[src/rtl/clock_pkg.sv]
// Shared types and constants for the clock design's time counters.
// Latency: n/a (declarations only).
// Backpressure: n/a.
package clock_pkg;

    localparam int SEC_MAX = 59;
    localparam int MIN_MAX = 59;

    typedef logic [5:0] time6_t;

    typedef enum logic [1:0] {
        IDLE    = 2'd0,
        RUN     = 2'd1,
        PAUSE   = 2'd2,
        EXPIRED = 2'd3
    } timer_state_t;

    // Clamp a preset to the highest legal value for its field.
    function automatic time6_t sat6(input time6_t v, input time6_t lim);
        return (v > lim) ? lim : v;
    endfunction

endpackage

[src/rtl/mod60_down_counter.sv]
// Loadable 6-bit down counter that wraps from 0 to a wrap value and flags the wrap.
// Latency: value updates one clk after load/decrement; is_zero and borrow are combinational.
// Backpressure: none; load and decrement are accepted every cycle, load has priority.
module mod60_down_counter
    import clock_pkg::*;
(
    input  logic   clk,
    input  logic   rst_n,
    input  logic   i_load,
    input  time6_t i_load_val,
    input  logic   i_dec_en,
    input  time6_t i_wrap_val,
    output time6_t o_value,
    output logic   o_is_zero,
    output logic   o_borrow
);

    time6_t r_value;

    assign o_value   = r_value;
    assign o_is_zero = (r_value == '0);
    // Borrow only when a real decrement wraps; a load on the same edge suppresses it.
    assign o_borrow  = i_dec_en && !i_load && o_is_zero;

    // Counter register: load beats decrement, decrement wraps 0 -> wrap value.
    always_ff @(posedge clk or negedge rst_n) begin
        if (!rst_n) begin
            r_value <= '0;
        end else if (i_load) begin
            r_value <= i_load_val;
        end else if (i_dec_en) begin
            r_value <= o_is_zero ? i_wrap_val : (r_value - 6'd1);
        end
    end

endmodule

[src/rtl/countdown_timer.sv]
// mm:ss countdown timer with load/start/stop control, seconds borrow and expiry flags.
// Latency: every output changes one clk after the sampling edge; all outputs registered.
// Backpressure: none; strobes are sampled every edge with priority load > stop > start > tick.
// Build option COUNTDOWN_AUTO_RELOAD_EN: on reaching 00:00 reload the last preset and keep running.
module countdown_timer
    import clock_pkg::*;
#(
    parameter int MAX_MIN = MIN_MAX,
    parameter int MAX_SEC = SEC_MAX
) (
    input  logic       clk,
    input  logic       reset_all_n,
    input  logic       tick_1hz,
    input  logic       load,
    input  logic [5:0] load_min,
    input  logic [5:0] load_sec,
    input  logic       start,
    input  logic       stop,
    output logic [5:0] min,
    output logic [5:0] sec,
    output logic       borrow_sec,
    output logic       running,
    output logic       done,
    output logic       done_pulse
);

    localparam time6_t LP_MAX_MIN = time6_t'(MAX_MIN);
    localparam time6_t LP_MAX_SEC = time6_t'(MAX_SEC);

    timer_state_t r_state;
    timer_state_t w_state_nxt;

    time6_t r_rel_min;
    time6_t r_rel_sec;
    logic   r_borrow_sec;
    logic   r_running;
    logic   r_done;
    logic   r_done_pulse;

    time6_t w_sat_min;
    time6_t w_sat_sec;
    time6_t w_min;
    time6_t w_sec;
    time6_t w_min_ld_val;
    time6_t w_sec_ld_val;
    logic   w_min_zero;
    logic   w_sec_zero;
    logic   w_sec_borrow;
    logic   w_min_borrow;
    logic   w_tick_dec;
    logic   w_expire;
    logic   w_reload;
    logic   w_cnt_load;

    assign w_sat_min = sat6(load_min, LP_MAX_MIN);
    assign w_sat_sec = sat6(load_sec, LP_MAX_SEC);

    // A tick only counts in RUN when neither load nor stop claims the edge.
    assign w_tick_dec = (r_state == RUN) && tick_1hz && !load && !stop;

    // 00:01 -> 00:00 on this edge. A minutes underflow cannot happen from RUN,
    // but if it ever did it is treated as expiry rather than a silent wrap.
    assign w_expire = (w_tick_dec && w_min_zero && (w_sec == 6'd1)) || w_min_borrow;

`ifdef COUNTDOWN_AUTO_RELOAD_EN
    // An all-zero preset cannot be reloaded usefully, so it still expires.
    assign w_reload = w_expire && !((r_rel_min == '0) && (r_rel_sec == '0));
`else
    assign w_reload = 1'b0;
`endif

    assign w_cnt_load   = load || w_reload;
    assign w_min_ld_val = load ? w_sat_min : r_rel_min;
    assign w_sec_ld_val = load ? w_sat_sec : r_rel_sec;

    mod60_down_counter u_sec (
        .clk        (clk),
        .rst_n      (reset_all_n),
        .i_load     (w_cnt_load),
        .i_load_val (w_sec_ld_val),
        .i_dec_en   (w_tick_dec),
        .i_wrap_val (LP_MAX_SEC),
        .o_value    (w_sec),
        .o_is_zero  (w_sec_zero),
        .o_borrow   (w_sec_borrow)
    );

    mod60_down_counter u_min (
        .clk        (clk),
        .rst_n      (reset_all_n),
        .i_load     (w_cnt_load),
        .i_load_val (w_min_ld_val),
        .i_dec_en   (w_sec_borrow),
        .i_wrap_val (LP_MAX_MIN),
        .o_value    (w_min),
        .o_is_zero  (w_min_zero),
        .o_borrow   (w_min_borrow)
    );

    // Next-state logic; stop masks start in every state.
    always_comb begin
        w_state_nxt = r_state;
        if (load) begin
            w_state_nxt = IDLE;
        end else begin
            case (r_state)
                IDLE, PAUSE: begin
                    if (start && !stop && !(w_min_zero && w_sec_zero)) begin
                        w_state_nxt = RUN;
                    end
                end
                RUN: begin
                    if (stop) begin
                        w_state_nxt = PAUSE;
                    end else if (w_expire && !w_reload) begin
                        w_state_nxt = EXPIRED;
                    end
                end
                EXPIRED: w_state_nxt = EXPIRED;
                default: w_state_nxt = IDLE;
            endcase
        end
    end

    // State register.
    always_ff @(posedge clk or negedge reset_all_n) begin
        if (!reset_all_n) begin
            r_state <= IDLE;
        end else begin
            r_state <= w_state_nxt;
        end
    end

    // Reload register holds the last saturated preset.
    always_ff @(posedge clk or negedge reset_all_n) begin
        if (!reset_all_n) begin
            r_rel_min <= '0;
            r_rel_sec <= '0;
        end else if (load) begin
            r_rel_min <= w_sat_min;
            r_rel_sec <= w_sat_sec;
        end
    end

    // Registered status flags, aligned with the counter values.
    always_ff @(posedge clk or negedge reset_all_n) begin
        if (!reset_all_n) begin
            r_borrow_sec <= 1'b0;
            r_running    <= 1'b0;
            r_done       <= 1'b0;
            r_done_pulse <= 1'b0;
        end else begin
            r_borrow_sec <= w_sec_borrow;
            r_running    <= (w_state_nxt == RUN);
            r_done       <= (w_state_nxt == EXPIRED);
            r_done_pulse <= w_expire;
        end
    end

    assign min        = w_min;
    assign sec        = w_sec;
    assign borrow_sec = r_borrow_sec;
    assign running    = r_running;
    assign done       = r_done;
    assign done_pulse = r_done_pulse;

endmodule

[config.mk]
export PLATFORM = sky130hd
export DESIGN_NAME = countdown_timer
export DESIGN_NICKNAME = d
export VERILOG_FILES = /design/src/rtl/clock_pkg.sv /design/src/rtl/mod60_down_counter.sv /design/src/rtl/countdown_timer.sv
export SDC_FILE = /design/constraint.sdc
export NUM_CORES = 1
export LEC_CHECK = 0
export ABC_AREA = 1
export CAP_MARGIN = 20
export CORE_MARGIN = 3
export CORE_UTILIZATION = 47
export CTS_CLUSTER_SIZE = 16
export DETAILED_ROUTE_END_ITERATION = 8
export PLACE_DENSITY = 0.73
export SETUP_SLACK_MARGIN = 0.2
export SYNTH_ARGS = -nofsm -noshare
export SYNTH_HDL_FRONTEND = slang
export SYNTH_HIERARCHICAL = 1
export SYNTH_SLANG_ARGS = --single-unit
[constraint.sdc]
create_clock -name clk -period 2.91 [get_ports clk]
set_clock_uncertainty 0.2 [all_clocks]
set_input_delay 0.4365 -clock clk [delete_from_list [all_inputs] [get_ports clk]]
set_output_delay 0.4365 -clock clk [all_outputs]
set_load 0.02 [all_outputs]
# Word level (Yosys, flattened, before mapping)
# Cells that the tools add are included.
# word_totals
reg_bits	18
latch_bits	0
ramBits	0
romBits	0
input_bits	18
output_inout_bits	16
word_cells	52
mem_count	0
# op_classes
n_addsub	2
multipliers	0
div	0
n_lt_le_gt_ge	2
eq_ne	6
shift	0
mux	13
bitwise	0
reduce_logical	22
# op_table
cell	n
$mux W6	8
$gt A6 B6 Y1 const B	2
$logic_and A1 B1 Y1	12
$logic_not A6 Y1	2
$sub A6 B1 Y6 const B	2
$mux W2	4
$eq A2 B2 Y1 const B	3
$eq A6 B1 Y1 const B	1
$pmux W2 S3	1
$eq A2 B1 Y1 const B	2
$reduce_bool A2 Y1	2
$logic_not A1 Y1	3
$logic_not A2 Y1	1
$reduce_or A2 Y1	1
$logic_or A1 B1 Y1	1

# Logic depth before layout (Yosys ltp)
# logic_depth
depth_word	14
mapped_depth	15
ltp_nobuf	15

# Hierarchy
# Netlist, hierarchy kept.
# modules_own_cells
mod	n_inst	cells_per_inst	area_per_inst_um2	seq_area_each_um2
mod60_down_counter	2	69	495.5	150.1
countdown_timer	1	92	775.7	450.4

# Worst setup path after synthesis
# No wires, ideal clock.
# synth_path
path_kind	register -> register
from	reg u_sec.r_value[0] (netlist: u_sec/o_value[0])
to	reg r_done (netlist: done)
setup_ns	0.069
arrival_time_ns	2.008
required_time_ns	2.641
setup_slack_ns	0.633
path_stages_with_launch	16
n_path_buf	1
period_less_slack_ns	2.277
cell_sequence	dfrtp_1 -> inv_1 -> ha_1 -> inv_1 -> nor2_4 -> nand3_4 -> buf_6 -> nor2_1 -> inv_1 -> nor2_1 -> inv_1 -> nor2_1 -> clkinv_2 -> nand3_2 -> nand2_2 -> nor2_2
# synth_between
elab_chain_len	10
word_cells_on_any_way	16
cone_classes	eq/ne (2); mux (5); reduce/logical (9)
# synth_rtl
item	line	source
from (decl)	mod60_down_counter.sv:18	time6_t r_value;
from (signal assigned)	mod60_down_counter.sv:30	r_value <= i_load_val;
from (signal assigned)	mod60_down_counter.sv:32	r_value <= o_is_zero ? i_wrap_val : (r_value - 6'd1);
$logic_not A6 Y1	mod60_down_counter.sv:21	assign o_is_zero = (r_value == '0);
$logic_and A1 B1 Y1	mod60_down_counter.sv:23	assign o_borrow = i_dec_en && !i_load && o_is_zero;
net w_sec_borrow	countdown_timer.sv:48	logic w_sec_borrow;
$logic_and A1 B1 Y1 (2 in a row)	mod60_down_counter.sv:23	
net w_min_borrow	countdown_timer.sv:49	logic w_min_borrow;
$logic_or A1 B1 Y1	countdown_timer.sv:63	assign w_expire = (w_tick_dec && w_min_zero && (w_sec == 6'd1)) || w_min_borrow;
$mux W2	countdown_timer.sv:115	end else if (w_expire && !w_reload) begin
$mux W2	countdown_timer.sv:113	if (stop) begin
$pmux W2 S3	countdown_timer.sv:106	case (r_state)
$mux W2	countdown_timer.sv:103	if (load) begin
$eq A2 B2 Y1	countdown_timer.sv:155	r_done <= (w_state_nxt == EXPIRED);
to (signal assigned)	countdown_timer.sv:155	
to (decl)	countdown_timer.sv:37	logic r_done;
# The timed path passes the listed nets, and every way through them passes these cells.
# A chain may end at the register's enable or synchronous reset.

# Final worst setup path
# layout_path
from	in stop
to	reg r_done (netlist: done)
# layout_between
elab_chain_len	12
word_cells_on_any_way	17
cone_classes	eq/ne (1); mux (5); reduce/logical (11)
# layout_rtl
item	line	source
from (decl)	countdown_timer.sv:18	input logic stop,
$logic_not A1 Y1	countdown_timer.sv:59	assign w_tick_dec = (r_state == RUN) && tick_1hz && !load && !stop;
$logic_and A1 B1 Y1	countdown_timer.sv:59	
net w_tick_dec	countdown_timer.sv:50	logic w_tick_dec;
$logic_and A1 B1 Y1 (2 in a row)	mod60_down_counter.sv:23	
net w_sec_borrow	countdown_timer.sv:48	
$logic_and A1 B1 Y1 (2 in a row)	mod60_down_counter.sv:23	
net w_min_borrow	countdown_timer.sv:49	
$logic_or A1 B1 Y1	countdown_timer.sv:63	
$mux W2	countdown_timer.sv:115	
$mux W2	countdown_timer.sv:113	
$pmux W2 S3	countdown_timer.sv:106	
$mux W2	countdown_timer.sv:103	
$eq A2 B2 Y1	countdown_timer.sv:155	
# The timed path passes the listed nets, and every way through them passes these cells.

==> metrics.txt <==
outcome=finished clean; kind of launch point of the worst setup path=input port; post-synth top area cell=dfrtp_1; Finished Cell Area=2280 um^2; # resized after CTS=0; Int Pwr=831 uW; top cells by count, synth=61 x nand2_1, 33 x nor2_1, 30 x dfrtp_1; DR vias=1546; sequential area share after synthesis=0.425; row cnt=21; Final ANT Viol Nets=0; Worst Hold Class=reg -> reg; slowest stage delay, CP=0.44 ns; CP max FO=4; DP Area=2170 um^2; critical setup path kind=in -> reg; largest net degree at the start of global routing=31; worst-skew pair later-pin latency=0.28 ns; nets@finish=301; root buf cell=clkbuf_8; first-pass GRT wire length=6.42 mm; Fin Setup TNS=0 ns; CTS Buf Count=5; final slew viol count=0; main area contributors after synthesis=dfrtp_1 42%, nand2_1 13%, nor2_1 7.0%; DRC Markers=0; Die Height=67.3 um; RSZ-0062 raised after global routing=false; Non-Filler Instances=326; final setup vio count=0; Syn-to-layout area delta=29.2%; IO buf count=33; core area=3470 um^2; fillers=322; Synth warnings=6; period utilization=0.806; Max-cap violations=0; dpl cells=318; fin util=0.658; Max clock buf depth=2; Starting Density=0.509; # IOs=34; Detail Placement HPWL=2.73 mm; vias per cell=4.74; vias in the first global route=1426; crit path time final=2.34 ns; Top FF cell, synth=dfrtp_1; GPL Wtd Cong=0.783; Flop pwr share=0.416; initial antenna violation count=0; worst vdd ir=0.219 mV; Sw Share=0.301; die area=4530 um^2; pwr/cell area=521 nW/um^2; CTS tree=done; share of the synthesized area in the top cell type=0.425; mapped cell area=1770 um^2; leak pwr=1.12 nW; Post-synth EDFFs=0; share of layout cells above drive strength 1=0.121; number of diodes=0; CP Cell Sequence=clkdlybuf4s50_1, inv_2, nand3_1, nor2_4, inv_1, nor2_1, inv_1, nor2_1, inv_1, nor2_1, inv_1, nor2_1, clkinv_2, nand3_2, nand2_2, nor2_2; Fin. Hold Viols=0; # clock sinks=30; Tot Pwr=1.19 mW; DRT iter0 DRCs=95; post-route worst setup slack=0.566 ns; Clk pwr share=0.344; hold_ws=0.277 ns; CTS HTree Levels=2; clock slew at reported path FFs=0.07 ns; Post-Synthesis Cells=230; combinational power share=0.240; library cells used by synthesis=21; postcts setup bufs=0; Tot GR Track Use=0.187; Max stage delay cell, worst path=clkdlybuf4s50_1; syn_area_per_cell=7.68 um^2; pre-CTS setup slack=0.263 ns; Critical Path RT=2.93 ns; maximum clock frequency=0.427 GHz; drt first pass iters=4; switching power=358 uW; asr flop ratio synth=1.00; CP arrival=2.36 ns; gr ovfl total=0; Hold Buf Count CTS=0; top-count cell post-synth=nand2_1; Die X=67.3 um; FF+latch count, synth=30; Total Wirelength=3.68 mm; CP Capture Type=flop; Routed WL per cell=11.3 um
==> state kept, by name (all words and copies together), names as in the netlist <==
name,count
r_rel_min,6
r_rel_sec,6
u_min/o_value,6
u_sec/o_value,6
r_state,2
borrow_sec,1
done,1
done_pulse,1
running,1
==> per-layer routing <==
metal | track usage | vias up | wire length [um]
li1 | - | 813 | -
met1 | 0.271 | 690 | 1930
met2 | 0.277 | 36 | 1520
met3 | 0.0399 | 7 | 169
met4 | 0.0608 | 0 | 59
met5 | 0 | - | 0
==> area by class of cell <==
class | instances | area, um^2 | share of cell area
multi-input cells | 176 | 892 | 0.391
flip-flops and latches | 30 | 751 | 0.329
clock buffers | 5 | 68.8 | 0.0301
repair buffers | 38 | 368 | 0.161
inverters | 28 | 106 | 0.0466
well taps | 46 | 57.6 | 0.0252
clock inverters | 3 | 40.0 | 0.0175
==> power by group through the flow <==
stage	registers, mW	logic [mW]	clock network [mW]
after floorplan	0.521	0.160	0
after global placement	0.503	0.284	0
after detailed placement	0.503	0.286	0
after CTS	0.495	0.287	0.418
after global routing	0.502	0.322	0.434
final	0.495	0.286	0.409
==> path summary, 6_finish.rpt <==
check,startpoint,endpoint,slack [ns],cells past startpoint
worst min-delay path,r_rel_sec[3]$_DFF_PN0_,r_rel_sec[3]$_DFF_PN0_,0.28,2
worst max register to register,u_sec/o_value[0]$_DFFE_PN0P_,done$_DFF_PN0_,0.67,14
worst max-delay path,stop,done$_DFF_PN0_,0.57,16
worst min register to register,r_rel_sec[3]$_DFF_PN0_,r_rel_sec[3]$_DFF_PN0_,0.28,2
max in group asynchronous,reset_all_n,r_state[0]$_DFF_PN0_,1.90,2
min in group asynchronous,reset_all_n,r_state[1]$_DFF_PN0_,0.34,2
==> worst max-delay path: cells and delay by family <==
family	cells	cell delay [ns]
AND/OR/NAND/NOR	9	1.04
buffers and inverters	7	0.87
==> layout by cell type, fill, tap and decap left out <==
cell type        Yosys  final
conb_1               2     12
nand3_1             20     20
nor2_2               5      5
o21ai_1              6      6
nor2_4               5      5
nand3_2              1      1
clkinv_2             1      3
nand3_4              2      2
clkdlybuf4s50_1      0     33
nand4_1              4      4
inv_1               23     23
xnor2_1              2      2
dfrtp_1             30     30
a21oi_1              6      6
nand2_1             61     61
bufinv_16            0      1
a22oi_1             12     12
buf_4                0      5
inv_2                4      4
ha_1                 4      4
clkbuf_8             0      5
nand2_2              3      3
nor2_1              33     33
==> logic make-up (layout without fill, tap and decap cells) <==
family | count (synthesis) | in the layout | synth area share
AOI/OAI and AO/OA | 24 | 24 | 0.0850
xor gates and xnor gates | 2 | 2 | 0.00992
adders and majority gates | 4 | 4 | 0.0283
buffers and inverters | 34 | 74 | 0.0914
DFF | 30 | 30 | 0.425
other | 2 | 12 | 0.00425
and+or+nand+nor | 134 | 134 | 0.356
Note: power is estimated with default switching activity, not from simulation.
